`src/rtl/ws2812b_rx_decoder.sv`:
```
`default_nettype none
// ============================================================================
// Module : ws2812b_rx_decoder
// Desc   : WS2812B NRZ receiver - pulse-width bit decode, 24-bit GRB words on
//          a valid/ready port, reset-gap frame detection with word count.
// Rev    : 1.0
// ============================================================================
module ws2812b_rx_decoder #(
   parameter int THRESH       = 38,
   parameter int MIN_HIGH     = 8,
   parameter int MAX_HIGH     = 96,
   parameter int RESET_CYCLES = 3200
) (
   input  logic        clk,
   input  logic        rst_n,
   input  logic        din,
   output logic [23:0] data_out,
   output logic        data_valid,
   input  logic        data_ready,
   output logic        frame_end,
   output logic [7:0]  frame_words,
   output logic        bit_error,
   output logic        overrun,
   input  logic        clear_err
);

   localparam int CW = $clog2(RESET_CYCLES + 1);
   localparam logic [CW-1:0] c_thresh   = CW'(THRESH);
   localparam logic [CW-1:0] c_min_high = CW'(MIN_HIGH);
   localparam logic [CW-1:0] c_max_high = CW'(MAX_HIGH);
   localparam logic [CW-1:0] c_reset    = CW'(RESET_CYCLES);
   localparam logic [CW-1:0] c_cnt_max  = '1;

   typedef enum logic [2:0] {
      S_SYNC  = 3'd0,
      S_IDLE  = 3'd1,
      S_HIGH  = 3'd2,
      S_LOW   = 3'd3,
      S_ERROR = 3'd4
   } state_t;

   state_t        state_q, state_d;
   logic          din_m_q, din_m_d, din_s_q, din_s_d, din_p_q, din_p_d;
   logic [CW-1:0] hcnt_q, hcnt_d, lcnt_q, lcnt_d;
   logic [4:0]    bitcnt_q, bitcnt_d;
   logic [22:0]   shift_q, shift_d;
   logic [7:0]    wcnt_q, wcnt_d;
   logic          done_q, done_d;
   logic [23:0]   word_q, word_d;
   logic [23:0]   data_out_q, data_out_d;
   logic          data_valid_q, data_valid_d;
   logic          frame_end_q, frame_end_d;
   logic [7:0]    frame_words_q, frame_words_d;
   logic          bit_error_q, bit_error_d;
   logic          overrun_q, overrun_d;

   logic          rise, new_bit, err_set, ovr_set;
   logic [CW-1:0] hcnt_inc, lcnt_inc;

   always_comb begin
      din_m_d       = din;
      din_s_d       = din_m_q;
      din_p_d       = din_s_q;
      rise          = din_s_q & ~din_p_q;
      hcnt_inc      = (hcnt_q == c_cnt_max) ? hcnt_q : hcnt_q + CW'(1);
      lcnt_inc      = (lcnt_q == c_cnt_max) ? lcnt_q : lcnt_q + CW'(1);
      new_bit       = (hcnt_q >= c_thresh);

      state_d       = state_q;
      hcnt_d        = hcnt_q;
      lcnt_d        = lcnt_q;
      bitcnt_d      = bitcnt_q;
      shift_d       = shift_q;
      wcnt_d        = wcnt_q;
      done_d        = 1'b0;
      word_d        = word_q;
      frame_end_d   = 1'b0;
      frame_words_d = frame_words_q;
      err_set       = 1'b0;

      case (state_q)
         S_SYNC, S_ERROR: begin
            // Any high restarts the wait: only an unbroken low gap re-arms decoding.
            if (din_s_q) begin
               lcnt_d = '0;
            end else if (lcnt_q == c_reset) begin
               state_d = S_IDLE;
               lcnt_d  = '0;
            end else begin
               lcnt_d = lcnt_inc;
            end
         end
         S_IDLE: begin
            if (rise) begin
               state_d = S_HIGH;
               hcnt_d  = CW'(1);
            end
         end
         S_HIGH: begin
            if (din_s_q) begin
               if (hcnt_inc >= c_max_high) begin
                  state_d  = S_ERROR;
                  err_set  = 1'b1;
                  bitcnt_d = '0;
                  wcnt_d   = '0;
                  shift_d  = '0;
                  lcnt_d   = '0;
               end else begin
                  hcnt_d = hcnt_inc;
               end
            end else if (hcnt_q < c_min_high) begin
               state_d  = S_ERROR;
               err_set  = 1'b1;
               bitcnt_d = '0;
               wcnt_d   = '0;
               shift_d  = '0;
               lcnt_d   = '0;
            end else begin
               state_d = S_LOW;
               lcnt_d  = CW'(1);
               if (bitcnt_q == 5'd23) begin
                  done_d   = 1'b1;
                  word_d   = {shift_q, new_bit};
                  bitcnt_d = '0;
                  shift_d  = '0;
                  wcnt_d   = (wcnt_q == 8'hFF) ? wcnt_q : wcnt_q + 8'd1;
               end else begin
                  bitcnt_d = bitcnt_q + 5'd1;
                  shift_d  = {shift_q[21:0], new_bit};
               end
            end
         end
         S_LOW: begin
            if (rise) begin
               state_d = S_HIGH;
               hcnt_d  = CW'(1);
            end else if (lcnt_q == c_reset) begin
               state_d       = S_IDLE;
               frame_end_d   = 1'b1;
               frame_words_d = wcnt_q;
               wcnt_d        = '0;
               bitcnt_d      = '0;
               shift_d       = '0;
               err_set       = (bitcnt_q != 5'd0);
            end else begin
               lcnt_d = lcnt_inc;
            end
         end
         default: state_d = S_SYNC;
      endcase

      // Output stage: a finished word may reuse the slot being freed this cycle.
      data_out_d   = data_out_q;
      data_valid_d = data_valid_q;
      ovr_set      = 1'b0;
      if (data_valid_q && data_ready) begin
         data_valid_d = 1'b0;
      end
      if (done_q) begin
         if (!data_valid_q || data_ready) begin
            data_out_d   = word_q;
            data_valid_d = 1'b1;
         end else begin
            ovr_set = 1'b1;
         end
      end

      bit_error_d = (bit_error_q & ~clear_err) | err_set;
      overrun_d   = (overrun_q & ~clear_err) | ovr_set;
   end

   always_ff @(posedge clk) begin
      if (!rst_n) begin
         state_q       <= S_SYNC;
         din_m_q       <= 1'b0;
         din_s_q       <= 1'b0;
         din_p_q       <= 1'b0;
         hcnt_q        <= '0;
         lcnt_q        <= '0;
         bitcnt_q      <= '0;
         shift_q       <= '0;
         wcnt_q        <= '0;
         done_q        <= 1'b0;
         word_q        <= '0;
         data_out_q    <= '0;
         data_valid_q  <= 1'b0;
         frame_end_q   <= 1'b0;
         frame_words_q <= '0;
         bit_error_q   <= 1'b0;
         overrun_q     <= 1'b0;
      end else begin
         state_q       <= state_d;
         din_m_q       <= din_m_d;
         din_s_q       <= din_s_d;
         din_p_q       <= din_p_d;
         hcnt_q        <= hcnt_d;
         lcnt_q        <= lcnt_d;
         bitcnt_q      <= bitcnt_d;
         shift_q       <= shift_d;
         wcnt_q        <= wcnt_d;
         done_q        <= done_d;
         word_q        <= word_d;
         data_out_q    <= data_out_d;
         data_valid_q  <= data_valid_d;
         frame_end_q   <= frame_end_d;
         frame_words_q <= frame_words_d;
         bit_error_q   <= bit_error_d;
         overrun_q     <= overrun_d;
      end
   end

   assign data_out    = data_out_q;
   assign data_valid  = data_valid_q;
   assign frame_end   = frame_end_q;
   assign frame_words = frame_words_q;
   assign bit_error   = bit_error_q;
   assign overrun     = overrun_q;

endmodule
`default_nettype wire

```
`config.mk`:
```
export PLATFORM = sky130hd
export DESIGN_NAME = ws2812b_rx_decoder
export DESIGN_NICKNAME = d
export VERILOG_FILES = /design/src/rtl/ws2812b_rx_decoder.sv
export SDC_FILE = /design/constraint.sdc
export NUM_CORES = 1
export LEC_CHECK = 0
export BUFFER_PORTS_ARGS = -buffer_cell sky130_fd_sc_hd__buf_2
export CAP_MARGIN = 25
export CORE_MARGIN = 1.5
export CORE_UTILIZATION = 65
export CTS_BUF_LIST = sky130_fd_sc_hd__clkbuf_8
export DETAILED_ROUTE_END_ITERATION = 12
export HOLD_SLACK_MARGIN = 0.12
export PLACE_DENSITY = 0.84
export SYNTH_ARGS = -nofsm -noshare
export SYNTH_HDL_FRONTEND = slang
export SYNTH_SLANG_ARGS = --single-unit
```
`constraint.sdc`:
```
create_clock -name clk -period 7.3 [get_ports clk]
set_input_delay 0.73 -clock clk [delete_from_list [all_inputs] [get_ports clk]]
set_output_delay 0.73 -clock clk [all_outputs]
set_load 0.02 [all_outputs]
```
Word level (Yosys, flattened, before mapping)
Index checks and enable logic that the tools add are counted.
{"block": "word_totals", "output_inout_bits": 36, "inputBits": 5, "ff_bits": 127, "word_cells": 134}
{"block": "classes", "n_lt_le_gt_ge": 3, "n_reduce_logical": 20, "n_mux": 57, "add_sub_neg": 4, "eq_ne": 20, "bitwise_logic": 13}
{"op": "23-bit 2-to-1 mux", "n": 6}
{"op": "12-bit 2-to-1 mux", "n": 11}
{"op": "8-bit 2-to-1 mux", "n": 7}
{"op": "23-bit case mux with 2 select lines", "n": 1}
{"op": "12-bit equality test (second input constant)", "n": 3}
{"op": "12-bit case mux with 3 select lines", "n": 1}
{"op": "5-bit 2-to-1 mux", "n": 6}
{"op": "12-bit by 1-bit adder with 12-bit output (second input constant)", "n": 2}
{"op": "12-bit case mux with 2 select lines", "n": 1}
{"op": "3-bit 2-to-1 mux", "n": 7}
{"op": "8-bit case mux with 2 select lines", "n": 1}
{"op": "4-bit AND reduction", "n": 4}
{"op": "2-bit inequality test (second input constant)", "n": 7}
{"op": "1-bit 2-to-1 mux", "n": 13}
{"op": "12-bit by 6-bit greater-or-equal comparator with 1-bit output (second input constant)", "n": 1}
{"op": "12-bit by 7-bit greater-or-equal comparator with 1-bit output (second input constant)", "n": 1}
{"op": "12-bit by 4-bit less-than comparator with 1-bit output (second input constant)", "n": 1}
{"op": "3-bit case mux with 4 select lines", "n": 1}
{"op": "5-bit case mux with 2 select lines", "n": 1}
{"op": "8-bit by 1-bit adder with 8-bit output (second input constant)", "n": 1}
{"op": "8-bit equality test (second input constant)", "n": 1}
{"op": "4-bit inequality test (second input constant)", "n": 2}
{"op": "1-bit NOT", "n": 8}
{"op": "3-bit by 2-bit equality test with 1-bit output (second input constant)", "n": 2}
{"op": "22 further kinds", "n": 28}

Logic depth before layout (Yosys ltp)
Gate-level depths: netlist (run 1).
{"block": "depth", "ltp_word": 7, "ltp_mapped": 10, "ltp_nobuf": 8}

Worst setup path after synthesis (run 1)
No wires, ideal clock.
{"block": "synth_path", "path_type": "flip-flop to flip-flop", "start": "reg hcnt_q[1]", "end": "reg hcnt_q[3]", "path_buffers": 1, "period_less_slack_ps": 2504, "t_required_ps": 7230, "setup_ps": 70, "setup_slack_ps": 4796, "stages_incl_launch_ff": 8, "arrival_ps": 2434, "cell_sequence": "dfxtp_1 ha_1 and4_2 mux2_4 or4_1 buf_2 or4_1 a21oi_1"}
{"block": "synth_via", "elab_chain_len": 5, "elab_cells_between_ends": 9, "classes_between": "add/sub: 1; order compare: 1; eq/ne: 2; mux: 4; reduce/logical: 1"}
{"item": "start, declared", "line_no": "44", "text": "logic [CW-1:0] hcnt_q, hcnt_d, lcnt_q, lcnt_d;"}
{"item": "start signal, assigned", "line_no": "196", "text": "hcnt_q <= hcnt_d;"}
{"item": "12-bit by 1-bit adder with 12-bit output / 12-bit equality test (equally long branches)", "line_no": "65", "text": "hcnt_inc = (hcnt_q == c_cnt_max) ? hcnt_q : hcnt_q + CW'(1);"}
{"item": "12-bit 2-to-1 mux (*)", "line_no": "65"}
{"item": "12-bit by 7-bit greater-or-equal comparator with 1-bit output / 12-bit 2-to-1 mux (equally long branches)", "line_no": "101", "text": "if (hcnt_inc >= c_max_high) begin"}
{"item": "2-bit inequality test (no source line) / 12-bit 2-to-1 mux (equally long branches)"}
{"item": "4-bit AND reduction (no source line) / 12-bit case mux with 2 select lines (equally long branches)"}
Every way passes the cells marked *; elsewhere a longest branch is shown, timed or not. The select of a mux whose other input is x is not followed.
A chain may end at the register's enable or synchronous reset.

Worst setup path in the final report (run 1)
{"block": "layout_path", "start": "reg state_q[1]", "end": "reg lcnt_q[3]"}
{"block": "layout_via", "elab_chain_len": 4, "elab_cells_between_ends": 11, "classes_between": "eq/ne: 6; mux: 1; reduce/logical: 4"}
{"item": "start, declared", "line_no": "42", "text": "state_t state_q, state_d;"}
{"item": "start signal, assigned", "line_no": "192", "text": "state_q <= state_d;"}
{"item": "3-bit equality test / 3-bit zero test (equally long branches)", "line_no": "81", "text": "case (state_q)"}
{"item": "2-bit OR reduction", "line_no": "81"}
{"item": "3-bit nonzero test (no source line)"}
{"item": "4-bit AND reduction (no source line)"}
{"item": "end signal, assigned", "line_no": "197", "text": "lcnt_q <= lcnt_d;"}
{"item": "end, declared", "line_no": "44"}
Parallel ways exist; a longest one is shown, timed or not.

==> summary.txt, run 1 <==
Pwr
  – Worst vdd rail ir drop: 0.188 mV
  – PwrDens: 219 nW/µm²
  – LEAKAGE: roughly 2.5 nW

Worst setup path
  – Highest net fanout along the worst path: 13
  – Gate family responsible for the most delay along the worst path: compound AO/OA/AOI/OAI gates
  – Crit path required time: ~7.6 ns
  – Critical path endpoint category: register
  – Slowest stage cell on the critical path: a2bb2oi_1
  – WP buf/inv: 0
  – CP cell instances: nor2b_1, and3_1, a2bb2oi_1, o21ai_0, o32ai_1
  – Critical path arrival: 3.15 ns
  – Startpoint kind of the worst setup timing path: register
  – Startpoint-to-endpoint class of the critical path: register to register
  – Critical path launch point: state_q[1]
  – Stage delay of the slowest cell on the critical path: ~0.73 ns
  – Startpoint of the most critical register-to-register path: state_q[1]

Final layout
  – Final-stage net count: just over 700
  – FILL cells: 625
  – Filler-free cell count of the finished design: about 800
  – Diode insertion count for antenna repair: 0
  – Layout Utilization: 0.750
  – Area growth from synthesis to layout: 10.8%
  – Area of combinational cells with multiple inputs: 2780 µm²
  – Fraction of final layout cells with drive strength greater than 1: 0.128
  – Area used by sequential logic in the layout: 2540 µm²

CTS
  – Number of buffers added by the clock tree synthesis step: 17
  – Root Buffer: clkbuf_8
  – Postcts setup bufs: 0
  – Number of gates resized after cts: 0
  – Max Root-Sink Buffers: 2
  – Latest clock arrival within the worst-skew pair: 0.42 ns
  – TritonCTS clock tree: done
  – Clock transition time at the flip-flop clock pins of the worst setup and hold paths: around 0.080 ns
  – Quantity of hold-fixing buffers added after cts: 0
  – H-tree Lvls: 4
  – Number of sinks on the clock net: around 130

Timing
  – Final Setup Violations: 0
  – Min Tclk post-route: roughly 2.8 ns
  – Final hold viol count: 0
  – Setup TNS Final: 0 ns
  – Setup WS post-layout: 4.47 ns
  – Setup repair after global routing missed its margin: false
  – Relative slew margins: 0.330
  – Slew Viols, Final: 0
  – Worst-case hold slack: roughly 0.44 ns
  – Measured slew at the worst slew-check pin: 1.00 ns
  – Fin Clk Skew: 0.0135 ns
  – Fin crit share: 0.388
  – Timing-limited maximum frequency: 353 MHz

Synthesis
  – Top cell type's share of synthesized area: 0.454
  – Cell count after synthesis: 675
  – Post-synthesis sequential area ratio: 0.454
  – Synth async-reset ratio: 0
  – Most used flip-flop cell after synthesis: dfxtp_1
  – Cell type with the highest aggregate area in the netlist: dfxtp_1
  – Total of flip-flops plus latches after synthesis: ~130
  – Count of different cell masters after synthesis: 67
  – Most repeated cell in the gate-level netlist after synthesis: nand2_1
  – Number of nets produced by synthesis: 687
  – Number of enable flip-flop cells after synthesis: 0
  – Area contributors post-synth: dfxtp_1 (45%), nand2_1 (11%), mux2i_1 (6.1%), a21oi_1 (5.5%), clkbuf_1 (2.2%)
  – Top post-synthesis cells by count: nand2_1 (171), dfxtp_1 (127), a21oi_1 (61)
  – Yosys warning total: 0
  – Cell Area, Synth: 5590 µm²
  – Synth Area per Inst: 8.29 µm²

Global route
  – Initial antenna violation count: 0
  – Vias in the first global route: approximately 4500
  – Maximum number of pins on one net before global-route repair: 57
  – Global-route wire length before repair: 20.3 mm
  – Overflow left after global routing: 0
  – GR Util All Layers: 0.284

Floorplanning
  – Horizontal extent of the die: 95.8 µm
  – Starting Density: 0.677
  – Floorplan core area: around 8300 µm²
  – Die Area: 9170 µm²
  – Standard-cell row count: 33
  – Number of ports placed on the die boundary: slightly above 40
  – Die extent in y: 95.8 µm

Placed design
  – Number of port buffers: 40
  – Final weighted congestion in routability-driven placement: 0.890
  – Half-perimeter wire length of the detailed placement result: 8.10 mm
  – Pre-CTS WS: 4.34 ns
  – Inst Count DP: 784

Run
  – Number of max-capacitance violations reported: 0

Status
  – Outcome: finished clean

Detailed routing
  – Detailed-route wire length: 12.1 mm
  – Detailed-route vias per instance: roughly 6.0
  – Starting DRC count in detailed routing: 342
  – Post-detailed-route wirelength per cell: about 15 µm
  – Pre-antenna DRT Iters: 8
  – Vias after detailed routing: slightly below 5000
  – Final antenna-violating net count: 0
  – Remaining DRCs: 0

Min path
  – Class of the most critical hold timing path: register to register
  – Startpoint of the tightest hold check path: din_m_q
## cells by family after synthesis
group / count (synthesis) / share of synthesized area
muxes: 36 / 0.0662
DFF: 127 / 0.454
AOI/OAI and AO/OA: 158 / 0.184
and+or+nand+nor: 283 / 0.230
adders and majority gates: 7 / 0.0157
buffers and inverters: 64 / 0.0494
## worst paths after layout
check,endpoint,slack [ns],depth (start not counted)
max reg2reg,lcnt_q[3],4.47,5
min reg2reg,din_p_d,0.44,1
min,din_p_d,0.44,1
max,lcnt_q[3],4.47,5
## area by class of cell
| cell class | instances | area share |
|---|---|---|
| clock inverter | 15 | 0.0301 |
| timing repair buffer | 46 | 0.0396 |
| multi-input combinational | 484 | 0.448 |
| tap | 105 | 0.0212 |
| inverter | 22 | 0.0133 |
| clock buffer | 17 | 0.0378 |
| sequential | 127 | 0.410 |
## flip-flops by register name (all words and copies together) (netlist names)
signal,cells
data_out,24
bitcnt_q,5
data_valid,1
frame_words,8
lcnt_q,12
frame_end,1
din_p_d,1
wcnt_q,8
overrun,1
hcnt_q,12
din_p_q,1
shift_q,23
done_q,1
bit_error,1
din_m_q,1
word_q,24
state_q,3
## report_power, final
group / internal [mW] / leakage [nW] / switching, mW / total, mW
clock network: 0.343 / 0.210 / 0.290 / 0.633
logic: 0.00702 / 1.24 / 0.0213 / 0.0283
registers: 0.694 / 1.02 / 0.00153 / 0.696
## metrics by stage
stage	power, mW	cell area (µm²)
after floorplan	0.733	5590
after global placement	0.738	5780
after detailed placement	0.739	5780
after CTS	1.36	6200
after global routing	1.40	6200
final	1.36	6200
## metal layers
metal | GRT usage | share of wire | up-vias
li1 | - | - | 2406
met1 | 0.351 | 0.45 | 2317
met2 | 0.486 | 0.49 | 157
met3 | 0.0711 | 0.055 | 14
met4 | 0.0858 | 0.0094 | 0
met5 | 0 | 0 | -
## placed cells by master, fill, tap and decap left out, types with 5 or more instances in the layout
| cell | instances |
|---|---|
| dfxtp_1 | 127 |
| buf_4 | 6 |
| nor3_1 | 7 |
| nand2b_1 | 11 |
| clkinv_4 | 5 |
| nand2_1 | 171 |
| clkbuf_8 | 17 |
| a21oi_1 | 61 |
| nand3_1 | 13 |
| o31ai_1 | 7 |
| or3_1 | 6 |
| mux2i_1 | 34 |
| nor2_1 | 31 |
| and3_1 | 9 |
| inv_1 | 22 |
| and2_1 | 10 |
| o21ai_0 | 24 |
| buf_2 | 40 |
| a221oi_1 | 8 |
| ha_1 | 7 |
| a211oi_1 | 6 |
No activity file was read; power rests on OpenSTA's default activity.
==> run 2, diff against run 1 <==
--- a/config.mk
+++ b/config.mk
@@ -8,11 +8,11 @@
 export BUFFER_PORTS_ARGS = -buffer_cell sky130_fd_sc_hd__buf_2
 export CAP_MARGIN = 25
 export CORE_MARGIN = 1.5
-export CORE_UTILIZATION = 65
+export CORE_UTILIZATION = 56
 export CTS_BUF_LIST = sky130_fd_sc_hd__clkbuf_8
 export DETAILED_ROUTE_END_ITERATION = 12
 export HOLD_SLACK_MARGIN = 0.12
-export PLACE_DENSITY = 0.84
+export PLACE_DENSITY = 0.77
 export SYNTH_ARGS = -nofsm -noshare
 export SYNTH_HDL_FRONTEND = slang
 export SYNTH_SLANG_ARGS = --single-unit
==> constraint.sdc (replaced) <==
create_clock -name clk -period 2.5 [get_ports clk]
set_input_delay 0.25 -clock clk [delete_from_list [all_inputs] [get_ports clk]]
set_output_delay 0.25 -clock clk [all_outputs]
set_load 0.02 [all_outputs]
==> summary.txt, run 2 (synthesized netlist as in run 1, its figures left out) <==
Status
  – Outcome: finished clean (unchanged)

Worst setup path
  – Startpoint-to-endpoint class of the critical path: register to register (unchanged)
  – Critical path arrival: 2.82 ns (was 3.15 ns)
  – Startpoint kind of the worst setup timing path: register (unchanged)
  – Critical path endpoint category: register (unchanged)
  – Crit path required time: 2.88 ns (was 7.62 ns)
  – Highest net fanout along the worst path: 5 (was 13)

Timing
  – Setup repair after global routing missed its margin: false (unchanged)
  – Timing-limited maximum frequency: 410 MHz (was 353 MHz)
  – Setup TNS Final: 0 ns (unchanged)
  – Slew Viols, Final: 0 (unchanged)
  – Relative slew margins: 0.434 (was 0.330)
  – Final hold viol count: 0 (unchanged)
  – Min Tclk post-route: 2.44 ns (was 2.83 ns)
  – Fin crit share: 0.976 (was 0.388)
  – Measured slew at the worst slew-check pin: 0.849 ns (was 1.00 ns)
  – Fin Clk Skew: 0.0131 ns (was 0.0135 ns)
  – Final Setup Violations: 0 (unchanged)
  – Worst-case hold slack: 0.146 ns (was 0.438 ns)

Final layout
  – Fraction of final layout cells with drive strength greater than 1: 0.170 (was 0.128)
  – Most common library cell in the layout ignoring fill and taps: nand2_1 (unchanged)
  – Area growth from synthesis to layout: 15.9% (was 10.8%)
  – Final-stage net count: 740 (was 710)
  – Layout Utilization: 0.666 (was 0.750)
  – FILL cells: 779 (was 625)
  – Area used by sequential logic in the layout: 2540 µm² (about the same)
  – Area of combinational cells with multiple inputs: 2790 µm² (was 2780 µm²)
  – Diode insertion count for antenna repair: 0 (unchanged)
  – Highest-count cells in the layout ignoring fill and taps: nand2_1 (171), dfxtp_1 (125), a21oi_1 (60) (was nand2_1 (171), dfxtp_1 (127), a21oi_1 (61))

Global route
  – GR Util All Layers: 0.251 (was 0.284)
  – Overflow left after global routing: 0 (unchanged)
  – M3 GR Usage: 0.0685 (was 0.0711)
  – Global-route wire length before repair: 20.9 mm (was 20.3 mm)
  – Vias in the first global route: 4499 (was 4488)
  – Maximum number of pins on one net before global-route repair: 69 (was 57)
  – Met1 Use GR: 0.327 (was 0.351)
  – Initial antenna violation count: 0 (unchanged)
  – Top Usage Layer GRT: met2 (unchanged)
  – Met2 track utilization from global routing: 0.403 (was 0.486)

Detailed routing
  – Detailed-route vias per instance: 5.73 (was 6.00)
  – Pre-antenna DRT Iters: 5 (was 8)
  – Remaining DRCs: 0 (unchanged)
  – Detailed-route wire length: 12.7 mm (was 12.1 mm)
  – Final antenna-violating net count: 0 (unchanged)
  – Starting DRC count in detailed routing: 257 (was 342)
  – Vias after detailed routing: 5012 (was 4894)
  – Post-detailed-route wirelength per cell: 14.5 µm (was 14.8 µm)

CTS
  – Root Buffer: clkbuf_8 (unchanged)
  – Number of sinks on the clock net: 127 (unchanged)
  – TritonCTS clock tree: done (unchanged)
  – H-tree Lvls: 4 (unchanged)
  – Latest clock arrival within the worst-skew pair: 0.45 ns (was 0.42 ns)
  – Max Root-Sink Buffers: 2 (unchanged)
  – Number of buffers added by the clock tree synthesis step: 17 (unchanged)
  – Clock transition time at the flip-flop clock pins of the worst setup and hold paths: 0.08 ns (about the same)

Min path
  – Class of the most critical hold timing path: input pin to register (was register to register)

Pwr
  – Pwr Total: 3.90 mW (was 1.36 mW)
  – Net Switching: 0.992 mW (was 0.313 mW)
  – Gate power share: 0.023 (was 0.021)
  – PwrDens: 601 nW/µm² (was 219 nW/µm²)
  – Internal power component: 2.90 mW (was 1.04 mW)
  – LEAKAGE: 2.63 nW (was 2.48 nW)
  – Worst vdd rail ir drop: 0.346 mV (was 0.188 mV)
  – Clk network pwr share: 0.455 (was 0.467)
  – Sequential share of power: 0.521 (was 0.513)
  – Switching part of the total power: 0.255 (was 0.231)

Floorplanning
  – Floorplan core area: 9730 µm² (was 8260 µm²)
  – Starting Density: 0.575 (was 0.677)
  – Standard-cell row count: 36 (was 33)
  – Horizontal extent of the die: 103 µm (was 95.8 µm)
  – Die Area: 10600 µm² (was 9170 µm²)
  – Die extent in y: 103 µm (was 95.8 µm)
  – Number of ports placed on the die boundary: 41 (unchanged)

Run
  – Number of max-capacitance violations reported: 0 (unchanged)

Placed design
  – Half-perimeter wire length of the detailed placement result: 8.58 mm (was 8.10 mm)
  – Final weighted congestion in routability-driven placement: 0.861 (was 0.890)
  – Number of port buffers: 40 (unchanged)
run 2: stage by stage:
| stage | setup WS [ns] | instance area [µm²] | cells |
|---|---|---|---|
| floorplan | 0.0163 | 5600 | 675 |
| global placement | 0.0988 | 6040 | 839 |
| detailed placement | 0.0561 | 6040 | 839 |
| CTS | 0.00496 | 6470 | 874 |
| global route | 0.00320 | 6480 | 874 |
| finish | 0.0594 | 6480 | 874 |
run 2: worst paths after layout:
path	start	end	slack, ns	cells after the start
max	hcnt_q[4]	hcnt_q[3]	0.06	6
max reg2reg	hcnt_q[4]	hcnt_q[3]	0.06	6
min	rst_n	hcnt_q[0]	0.15	2
min reg2reg	din_m_q	din_p_d	0.44	1
run 2: power by group through the flow:
| stage | registers (mW) | logic (mW) | clock network [mW] |
|---|---|---|---|
| global route | 2.03 | 0.101 | 1.89 |
| floorplan | 2.08 | 0.0623 | 0 |
| CTS | 2.03 | 0.0904 | 1.79 |
| detailed placement | 2.08 | 0.0859 | 0 |
| global placement | 2.08 | 0.0835 | 0 |
| finish | 2.03 | 0.0915 | 1.77 |
run 2: area by class of cell:
cell class	count	share of cell area
inverters	22	0.0127
clock buffers	18	0.0382
flip-flops and latches	127	0.393
well taps	133	0.0257
multi-input cells	484	0.431
repair buffers	76	0.0776
clock inverters	14	0.0226
run 2: routing by layer:
layer / vias to the layer above / routed length [µm] / share of wire
met4: 0 / 231 / 0.018
met2: 144 / 6050 / 0.48
met3: 19 / 684 / 0.054
met1: 2373 / 5710 / 0.45
met5: - / 0 / 0
li1: 2476 / - / -
run 2: critical path, stage by stage, from the launching register on:
cell	delay [ns]
dfxtp_1	0.36
and4_4	0.26
and4_2	0.23
mux2_4	0.33
or4_4	0.56
or4_4	0.50
a21oi_2	0.14
run 2: repair_timing:
action / 4_1_cts / 5_1_grt
gates cloned: 0 / 0
gates resized for setup: 1 / 5
hold endpoints to repair: 3 / 0
buffers inserted: 0 / 0
hold buffers: 3 / 0
setup endpoints to repair: 2 / 27
